==> src/rtl/input_cond_pkg.sv <==
// Shared constants for the multiplier input conditioner: debounce default
// and the role of each pushbutton channel.
package input_cond_pkg;

    localparam int unsigned DB_CYCLES_DEFAULT = 500000;
    localparam int unsigned N_BTN_DEFAULT     = 3;
    localparam int unsigned SW_W_DEFAULT      = 8;

    localparam int unsigned BTN_EXECUTE = 0;
    localparam int unsigned BTN_CLRLD   = 1;
    localparam int unsigned BTN_RESET   = 2;

    // Qualification counter width; never below one bit.
    function automatic int unsigned cnt_width(input int unsigned cycles);
        return (cycles > 2) ? $clog2(cycles) : 1;
    endfunction

endpackage

==> src/rtl/input_conditioner_debounce_channel.sv <==
// One pushbutton channel: 2-flop synchronizer, stability counter, debounced
// level and a single-cycle press pulse.
module debounce_channel
    import input_cond_pkg::*;
#(
    parameter int unsigned DB_CYCLES = DB_CYCLES_DEFAULT
) (
    input  logic clk,
    input  logic rst_n,
    input  logic btn_n_raw,
    output logic level,
    output logic press
);

    localparam int unsigned CNT_W = cnt_width(DB_CYCLES);
    localparam logic [CNT_W-1:0] CNT_TERM = CNT_W'(DB_CYCLES - 1);

    logic             meta;
    logic             sync;
    logic             stable;
    logic             stable_nxt;
    logic [CNT_W-1:0] cnt;
    logic [CNT_W-1:0] cnt_nxt;
    logic             press_nxt;

    always_ff @(posedge clk or negedge rst_n) begin
        if (!rst_n) begin
            meta   <= 1'b0;
            sync   <= 1'b0;
            stable <= 1'b0;
            cnt    <= '0;
            press  <= 1'b0;
        end else begin
            meta   <= ~btn_n_raw;
            sync   <= meta;
            stable <= stable_nxt;
            cnt    <= cnt_nxt;
            press  <= press_nxt;
        end
    end

    // Any return of sync to stable clears the count: no partial credit.
    always_comb begin
        stable_nxt = stable;
        cnt_nxt    = '0;
        press_nxt  = 1'b0;
        if (sync != stable) begin
            if (cnt == CNT_TERM) begin
                stable_nxt = sync;
                press_nxt  = sync;
            end else begin
                cnt_nxt = cnt + CNT_W'(1);
            end
        end
    end

    assign level = stable;

endmodule

==> src/rtl/input_conditioner.sv <==
// Board input conditioner: debounced buttons with press pulses and a
// synchronized multiplicand. Define INPUT_COND_SW_FREEZE_EN to latch mand
// only on ClearA_loadB presses.
module input_conditioner
    import input_cond_pkg::*;
#(
    parameter int unsigned N_BTN     = N_BTN_DEFAULT,
    parameter int unsigned DB_CYCLES = DB_CYCLES_DEFAULT,
    parameter int unsigned SW_W      = SW_W_DEFAULT
) (
    input  logic             Clk,
    input  logic             Reset_n,
    input  logic [N_BTN-1:0] btn_n_raw,
    input  logic [SW_W-1:0]  sw_raw,
    output logic [N_BTN-1:0] btn_level,
    output logic [N_BTN-1:0] btn_press,
    output logic [SW_W-1:0]  mand
);

    logic [SW_W-1:0] sw_meta;
    logic [SW_W-1:0] sw_sync;

    for (genvar i = 0; i < int'(N_BTN); i++) begin : g_btn
        debounce_channel #(
            .DB_CYCLES(DB_CYCLES)
        ) u_chan (
            .clk      (Clk),
            .rst_n    (Reset_n),
            .btn_n_raw(btn_n_raw[i]),
            .level    (btn_level[i]),
            .press    (btn_press[i])
        );
    end

    // Switches are static operands: synchronize only, no debounce.
    always_ff @(posedge Clk or negedge Reset_n) begin
        if (!Reset_n) begin
            sw_meta <= '0;
            sw_sync <= '0;
        end else begin
            sw_meta <= sw_raw;
            sw_sync <= sw_meta;
        end
    end

`ifdef INPUT_COND_SW_FREEZE_EN
    logic [SW_W-1:0] mand_nxt;

    always_ff @(posedge Clk or negedge Reset_n) begin
        if (!Reset_n) begin
            mand <= '0;
        end else begin
            mand <= mand_nxt;
        end
    end

    // Operand held constant for a whole multiply; reloaded on ClearA_loadB.
    always_comb begin
        mand_nxt = mand;
        if (btn_press[BTN_CLRLD]) begin
            mand_nxt = sw_sync;
        end
    end
`else
    assign mand = sw_sync;
`endif

endmodule

==> config.mk <==
export PLATFORM = sky130hd
export DESIGN_NAME = input_conditioner
export DESIGN_NICKNAME = d
export VERILOG_FILES = /design/src/rtl/input_cond_pkg.sv /design/src/rtl/input_conditioner_debounce_channel.sv /design/src/rtl/input_conditioner.sv
export SDC_FILE = /design/constraint.sdc
export NUM_CORES = 1
export LEC_CHECK = 0
export CORE_UTILIZATION = 58
export CTS_CLUSTER_SIZE = 24
export DETAILED_ROUTE_END_ITERATION = 8
export MAX_ROUTING_LAYER = met4
export PLACE_DENSITY = 0.91
export RECOVER_POWER = 50
export SLEW_MARGIN = 15
export SYNTH_ARGS = -nofsm -noshare
export SYNTH_HDL_FRONTEND = slang
export SYNTH_SLANG_ARGS = --single-unit
==> constraint.sdc <==
create_clock -name Clk -period 2.4 [get_ports Clk]
set_clock_uncertainty 0.05 [all_clocks]
set_input_delay 0.48 -clock Clk [delete_from_list [all_inputs] [get_ports Clk]]
set_output_delay 0.48 -clock Clk [all_outputs]
set_load 0.02 [all_outputs]
## After elaboration in Yosys (flattened, before gate mapping)

Index checks and enable logic that the tools add are counted.

| storage, ports and cells | value |
|---|---|
| input bits | 13 |
| output and inout bits | 14 |
| flip-flop bits (word level) | 85 |
| word-level logic and storage cells | 44 |

| cells by class | value |
|---|---|
| $add $sub $neg | 3 |
| reduce and logical (&&, ||, !) cells | 3 |
| mux-type cells | 12 |
| bitwise operators | 3 |
| equal/unequal tests | 6 |

Operators by type and width:

| cell | number |
|---|---|
| 19-bit 2-to-1 mux | 6 |
| 19-bit by 1-bit adder with 19-bit output, second input constant | 3 |
| 19-bit equality test, second input constant | 3 |
| 1-bit 2-to-1 mux | 6 |
| 2-bit AND reduction | 3 |
| 1-bit inequality test | 3 |
| 1-bit NOT | 3 |

## Depth between registers and ports, before layout

Gate-level depths: netlist of the first run.

| logic depth | value |
|---|---|
| depth in word-level cells | 3 |
| mapped depth | 6 |
| mapped depth without buffers | 5 |

## Modules after synthesis

A second synthesis of the first run with hierarchy kept.

| unflattened totals | value |
|---|---|
| cells, all modules | 349 |
| area, all modules | 3,767.4 um^2 |

Modules (own cells, without submodules):

| module | area an instance (um^2) | cells each | times used | sequential area each (um^2) |
|---|---|---|---|---|
| debounce_channel | 1,122.3 | 111 | 3 | 575.6 |
| input_conditioner | 400.4 | 16 | 1 | 400.4 |

## Worst setup path before layout of the first run

No wires, ideal clock.

| path | value |
|---|---|
| path type | flip-flop to flip-flop |
| start point | register g_btn[2].u_chan.cnt[7] |
| end point | register g_btn[2].u_chan.cnt[10] |
| data arrival time | 1.804 ns |
| library setup time | 0.122 ns |
| clock period less this slack | 1.976 ns |
| slack | 0.424 ns |
| buffers on the path | 1 |
| stages on the path, launching flop included | 5 |
| required time | 2.228 ns |
| cell sequence | dfrtp_1 > or3b_2 > o41ai_2 > buf_2 > nor2_1 |

| on the way | value |
|---|---|
| longest elaborated chain between the ends | 3 |
| elaborated cells between the ends (all ways) | 4 |
| classes of those cells | add/sub: 1; eq/ne: 1; mux: 2 |

RTL lines:

| item | RTL line | source |
|---|---|---|
| start: declaration | input_conditioner_debounce_channel.sv:22 | `logic [CNT_W-1:0] cnt;` |
| start signal: assignment | input_conditioner_debounce_channel.sv:37 | `cnt <= cnt_nxt;` |
| 19-bit by 1-bit adder with 19-bit output / 19-bit equality test (equally long branches) | input_conditioner_debounce_channel.sv:52, input_conditioner_debounce_channel.sv:48 |  |
| 19-bit 2-to-1 mux * | input_conditioner_debounce_channel.sv:48 | `if (cnt == CNT_TERM) begin` |
| 19-bit 2-to-1 mux * | input_conditioner_debounce_channel.sv:47 | `if (sync != stable) begin` |
| via g_btn[2].u_chan.cnt_nxt[10] | input_conditioner_debounce_channel.sv:23 | `logic [CNT_W-1:0] cnt_nxt;` |

Mark *: on every way through the listed nets, which the timed path passes. The rest lies on a longest branch.
A chain may end at the register's enable or synchronous reset.

## Worst setup path after layout of the first run

| path | value |
|---|---|
| start point | register g_btn[1].u_chan.cnt[0] |
| end point | register g_btn[1].u_chan.cnt[16] |

| on the way | value |
|---|---|
| longest elaborated chain between the ends | 3 |
| elaborated cells between the ends (all ways) | 4 |
| classes of those cells | add/sub: 1; eq/ne: 1; mux: 2 |

RTL lines:

| item | RTL line |
|---|---|
| start: declaration | input_conditioner_debounce_channel.sv:22 |
| start signal: assignment | input_conditioner_debounce_channel.sv:37 |
| 19-bit by 1-bit adder with 19-bit output / 19-bit equality test (equally long branches) | input_conditioner_debounce_channel.sv:52, input_conditioner_debounce_channel.sv:48 |
| 19-bit 2-to-1 mux * | input_conditioner_debounce_channel.sv:48 |
| 19-bit 2-to-1 mux * | input_conditioner_debounce_channel.sv:47 |
| via g_btn[1].u_chan.cnt_nxt[16] | input_conditioner_debounce_channel.sv:23 |

Marked as above.

==> run summary, run 1 <==
At the worst endpoint, the required time is 2.64 ns. The max-slew violation total from the final report was 0; the aggregate global-route resource usage was 0.248. Dividing total power by cell area gives a power density of 646 nW/um^2. The flip-flop and latch count after synthesis came out at 85. Overall power consumption after layout is estimated at 2740 uW. The global-route wire length before repair is 12,100 um, and the clock-pin slew reported for the worst setup and hold paths after clock tree synthesis is 0.09 ns. Area used by multi-input combinational logic: 1430 um^2. Post-CTS timing repair inserted 0 buffers for setup. Across the run, the number of max-cap violations was 0. The worst path meets setup with 0.243 ns of slack.

Clock latency reported for the late side of the worst-skew pair: 0.36 ns. The endpoint arrival time on the critical path came out at 2.40 ns. Setup violations remaining at the end of the flow were counted as 0.

For this run, the post-layout net count is 387. The run gives 0.272 as the relative max-transition margin. At the end of routability-driven placement, the weighted congestion stood at 0.861.

For the sequential area share after synthesis, the log shows 0.577. 27 I/O pins were placed. The first TritonRoute pass finished after 4 iterations. The final route contains 2,649 vias.

During placement, the flow inserted port buffers numbering 26. In this run the worst path has a maximum fanout of 6. Post-CTS repair changed the size of 0 cells. The initialized floorplan defines 28 standard-cell rows.

The share of synthesized registers carrying an async set or reset was 1.00; the layout-stage area growth over the synthesis result was 14.9%. The achievable clock frequency was 0.464 GHz. In the routed design, unresolved DRC markers number 0.

The clock passes through at most 2 buffers. The worst path needs 2.16 ns of the cycle, external delays included. The slew at the pin closest to its max-slew limit was 1.09 ns. The number of levels in the clock H-tree came out at 3.

The area of the placeable core was 6030 um^2; the number of buffer and inverter instances along the worst setup path was 0. The tools report the routed wire length as 6940 um. Measured along the y axis, the die boundary spans 81.7 um. The post-route fraction of the period consumed by the critical path was 0.899. Prior to clock tree synthesis, the placed netlist has a worst setup slack of 0.280 ns.

Dividing the synthesized area by the synthesized cell count gives 10.8 um^2. The area of the die was 6680 um^2. Entering global routing, the biggest net connects 47 pins. Setup repair after global routing left no endpoint under its margin. For the count of final hold-check violations, the log shows 0. The run gives 356 as the post-synthesis net count.

Counting flops with a built-in enable in the synthesized netlist gives 0. Summed over all layers, the global routing overflow is 0. Once detail routing completed, the nets flagged for antenna violations numbered 0. The type of origin of the critical path is a register. The number of global-route vias before repair is 2,713. The repair_antennas step left the layout with diodes totalling 0. The cell type of the slowest stage on the worst timing path was or3_2. The tools report the kind of end point of the critical path as a register. The run gives 422 as the total of fill cells in the finished design. The flow ran to the end, and the final reports show no timing, DRC or antenna violations. The run gives 0 as the synthesis warning total.

Critical path start-end classification: register to register. The sequential cells in the finished layout cover a total of 2130 um^2. The dominant synthesized flop cell is dfrtp_1. In the routed layout, each cell is associated on average with a via count of 5.87. The number of buffers inserted during clock tree synthesis is 9. The length in cells of the worst reg-to-reg path is 5, and the maximum resistive drop on vdd is 530 uV. TritonCTS built the clock tree. Number of antenna violations at the first check in global routing: 0.

After detailed routing, the average wire length per cell comes to 15.4 um. The largest stage delay on the critical path is 0.58 ns. The run gives 0 as the hold buffer count at CTS. Static power due to leakage: 0.00172 uW.

Walking the worst path, the cells encountered are ha_1 > nand4_1 > or3_2 > or4_1 > a21oi_1. The fraction of final layout cells sized beyond drive strength 1 was 0.0931; the starting utilization of the core area was 0.612. The run gives 3680 um^2 as the area of the mapped netlist.

The tools report the root buffer cell as clkbuf_8. The post-synthesis cell count was 340; the total negative slack was 0 ns. The number of distinct library cells after synthesis came out at 36.

After legalization and detailed placement, the total HPWL measured 4830 um. Across all hold checks on the routed design, the worst slack comes to 0.211 ns. Among cell families on the critical path, the largest total delay comes from simple AND/OR/NAND/NOR gates. The critical path runs through a total of 5 cells.

Counting every sink on the clock net gives 85. After the first detailed-routing iteration, the DRC count stood at 133. The tightest min-delay check is of the primary input to asynchronous set/reset pin type. The die extent in x is 81.7 um.
==> where the power goes <==
group	switching, uW	internal [uW]
Sequential	22.1	1460
Clock	534	600
Combinational	72.3	46.1
==> cells by family (layout without fill, tap and decap cells) <==
group	Yosys count	in the layout	synth area share
simple gates	153	153	0.222
compound gates	30	30	0.0526
fa+ha+maj	3	3	0.0102
xor+xnor	40	40	0.0951
buf+inv	26	62	0.0336
mux	3	3	0.00917
flops	85	85	0.577
==> cells in the mapped netlist, types with 5 or more instances <==
cell type  count  area, um^2
dfrtp_1       85        2130
nor2_1        47         176
xnor2_1       28         245
nand2_1       19        71.3
nand3_1       15        75.1
inv_1         14        52.6
nand4_1       14        87.6
a21oi_1       13        65.1
nor4_1        13        81.3
xor2_1        12         105
or4_1         11        82.6
or3_1          8        50.1
buf_4          6        45.0
o21ai_0        6        30.0
o31ai_1        6        45.0
and3_1         5        31.3
nor3_1         5        25.0
==> layer usage <==
layer	part of all wire	global-route usage	up-vias
met4	0.022	0.100	0
met1	0.42	0.298	1311
met3	0.044	0.0689	19
met2	0.51	0.395	69
met5	0	-	-
li1	-	-	1250
==> layout make-up <==
class / instances / share of cell area
clock buffer: 9 / 0.0293
inverter: 14 / 0.0124
sequential: 85 / 0.503
clock inverter: 7 / 0.0245
multi-input combinational: 229 / 0.339
tap: 75 / 0.0222
timing repair buffer: 32 / 0.0704
==> cell usage in the layout, fill, tap and decap left out, types with 3 or more instances in the layout <==
| cell | netlist | layout |
|---|---|---|
| dfrtp_1 | 85 | 85 |
| nor2_1 | 47 | 47 |
| xnor2_1 | 28 | 28 |
| nand2_1 | 19 | 19 |
| nand3_1 | 15 | 15 |
| nand4_1 | 14 | 14 |
| inv_1 | 14 | 14 |
| clkdlybuf4s50_1 | 0 | 14 |
| nor4_1 | 13 | 13 |
| a21oi_1 | 13 | 13 |
| xor2_1 | 12 | 12 |
| or4_1 | 11 | 11 |
| dlygate4sd3_1 | 0 | 11 |
| clkbuf_8 | 0 | 9 |
| or3_1 | 8 | 8 |
| o31ai_1 | 6 | 6 |
| o21ai_0 | 6 | 6 |
| nor3_1 | 5 | 5 |
| and3_1 | 5 | 5 |
| buf_4 | 6 | 5 |
| mux2_2 | 3 | 3 |
| ha_1 | 3 | 3 |
==> through the flow <==
| stage | util | instances | instance area, um^2 |
|---|---|---|---|
| final | 0.702 | 451 | 4230 |
| after global routing | 0.702 | 451 | 4230 |
| after CTS | 0.705 | 451 | 4250 |
| after detailed placement | 0.668 | 435 | 4020 |
| after global placement | 0.668 | 435 | 4020 |
| after floorplan | - | 340 | 3680 |
==> registers in the layout, indices dropped and copies added (netlist names) <==
| register | cells |
|---|---|
| g_btn.u_chan.cnt | 57 |
| mand | 8 |
| sw_meta | 8 |
| g_btn.u_chan.sync | 3 |
| g_btn.u_chan.press | 3 |
| g_btn.u_chan.level | 3 |
| g_btn.u_chan.meta | 3 |
==> path summary, 6_finish.rpt <==
| check | startpoint | endpoint | slack (ns) |
|---|---|---|---|
| setup / recovery | g_btn[1].u_chan.cnt[0]$_DFF_PN0_ | g_btn[1].u_chan.cnt[16]$_DFF_PN0_ | 0.24 |
| hold reg to reg | g_btn[2].u_chan.meta$_DFF_PN0_ | g_btn[2].u_chan.sync$_DFF_PN0_ | 0.30 |
| setup reg to reg | g_btn[1].u_chan.cnt[0]$_DFF_PN0_ | g_btn[1].u_chan.cnt[16]$_DFF_PN0_ | 0.24 |
| hold / removal | Reset_n | g_btn[1].u_chan.cnt[14]$_DFF_PN0_ | 0.21 |
| min in group Clk | g_btn[2].u_chan.meta$_DFF_PN0_ | g_btn[2].u_chan.sync$_DFF_PN0_ | 0.30 |
| max in group asynchronous | Reset_n | g_btn[2].u_chan.cnt[2]$_DFF_PN0_ | 0.49 |
==> worst reg2reg max path: stages (launching register included) <==
cell and delay [ns]:
dfrtp_1 0.40, ha_1 0.24, nand4_1 0.23, or3_2 0.58, or4_1 0.42, a21oi_1 0.17
(Power assumes the default switching activity.)
==> inputs of run 2 (changes only) <==
CAP_MARGIN = 15   (was default)
TNS_END_PERCENT = 5   (was default)
==> results of run 2 <==
No change in the layout: final DEF, timing and power equal those of run 1.
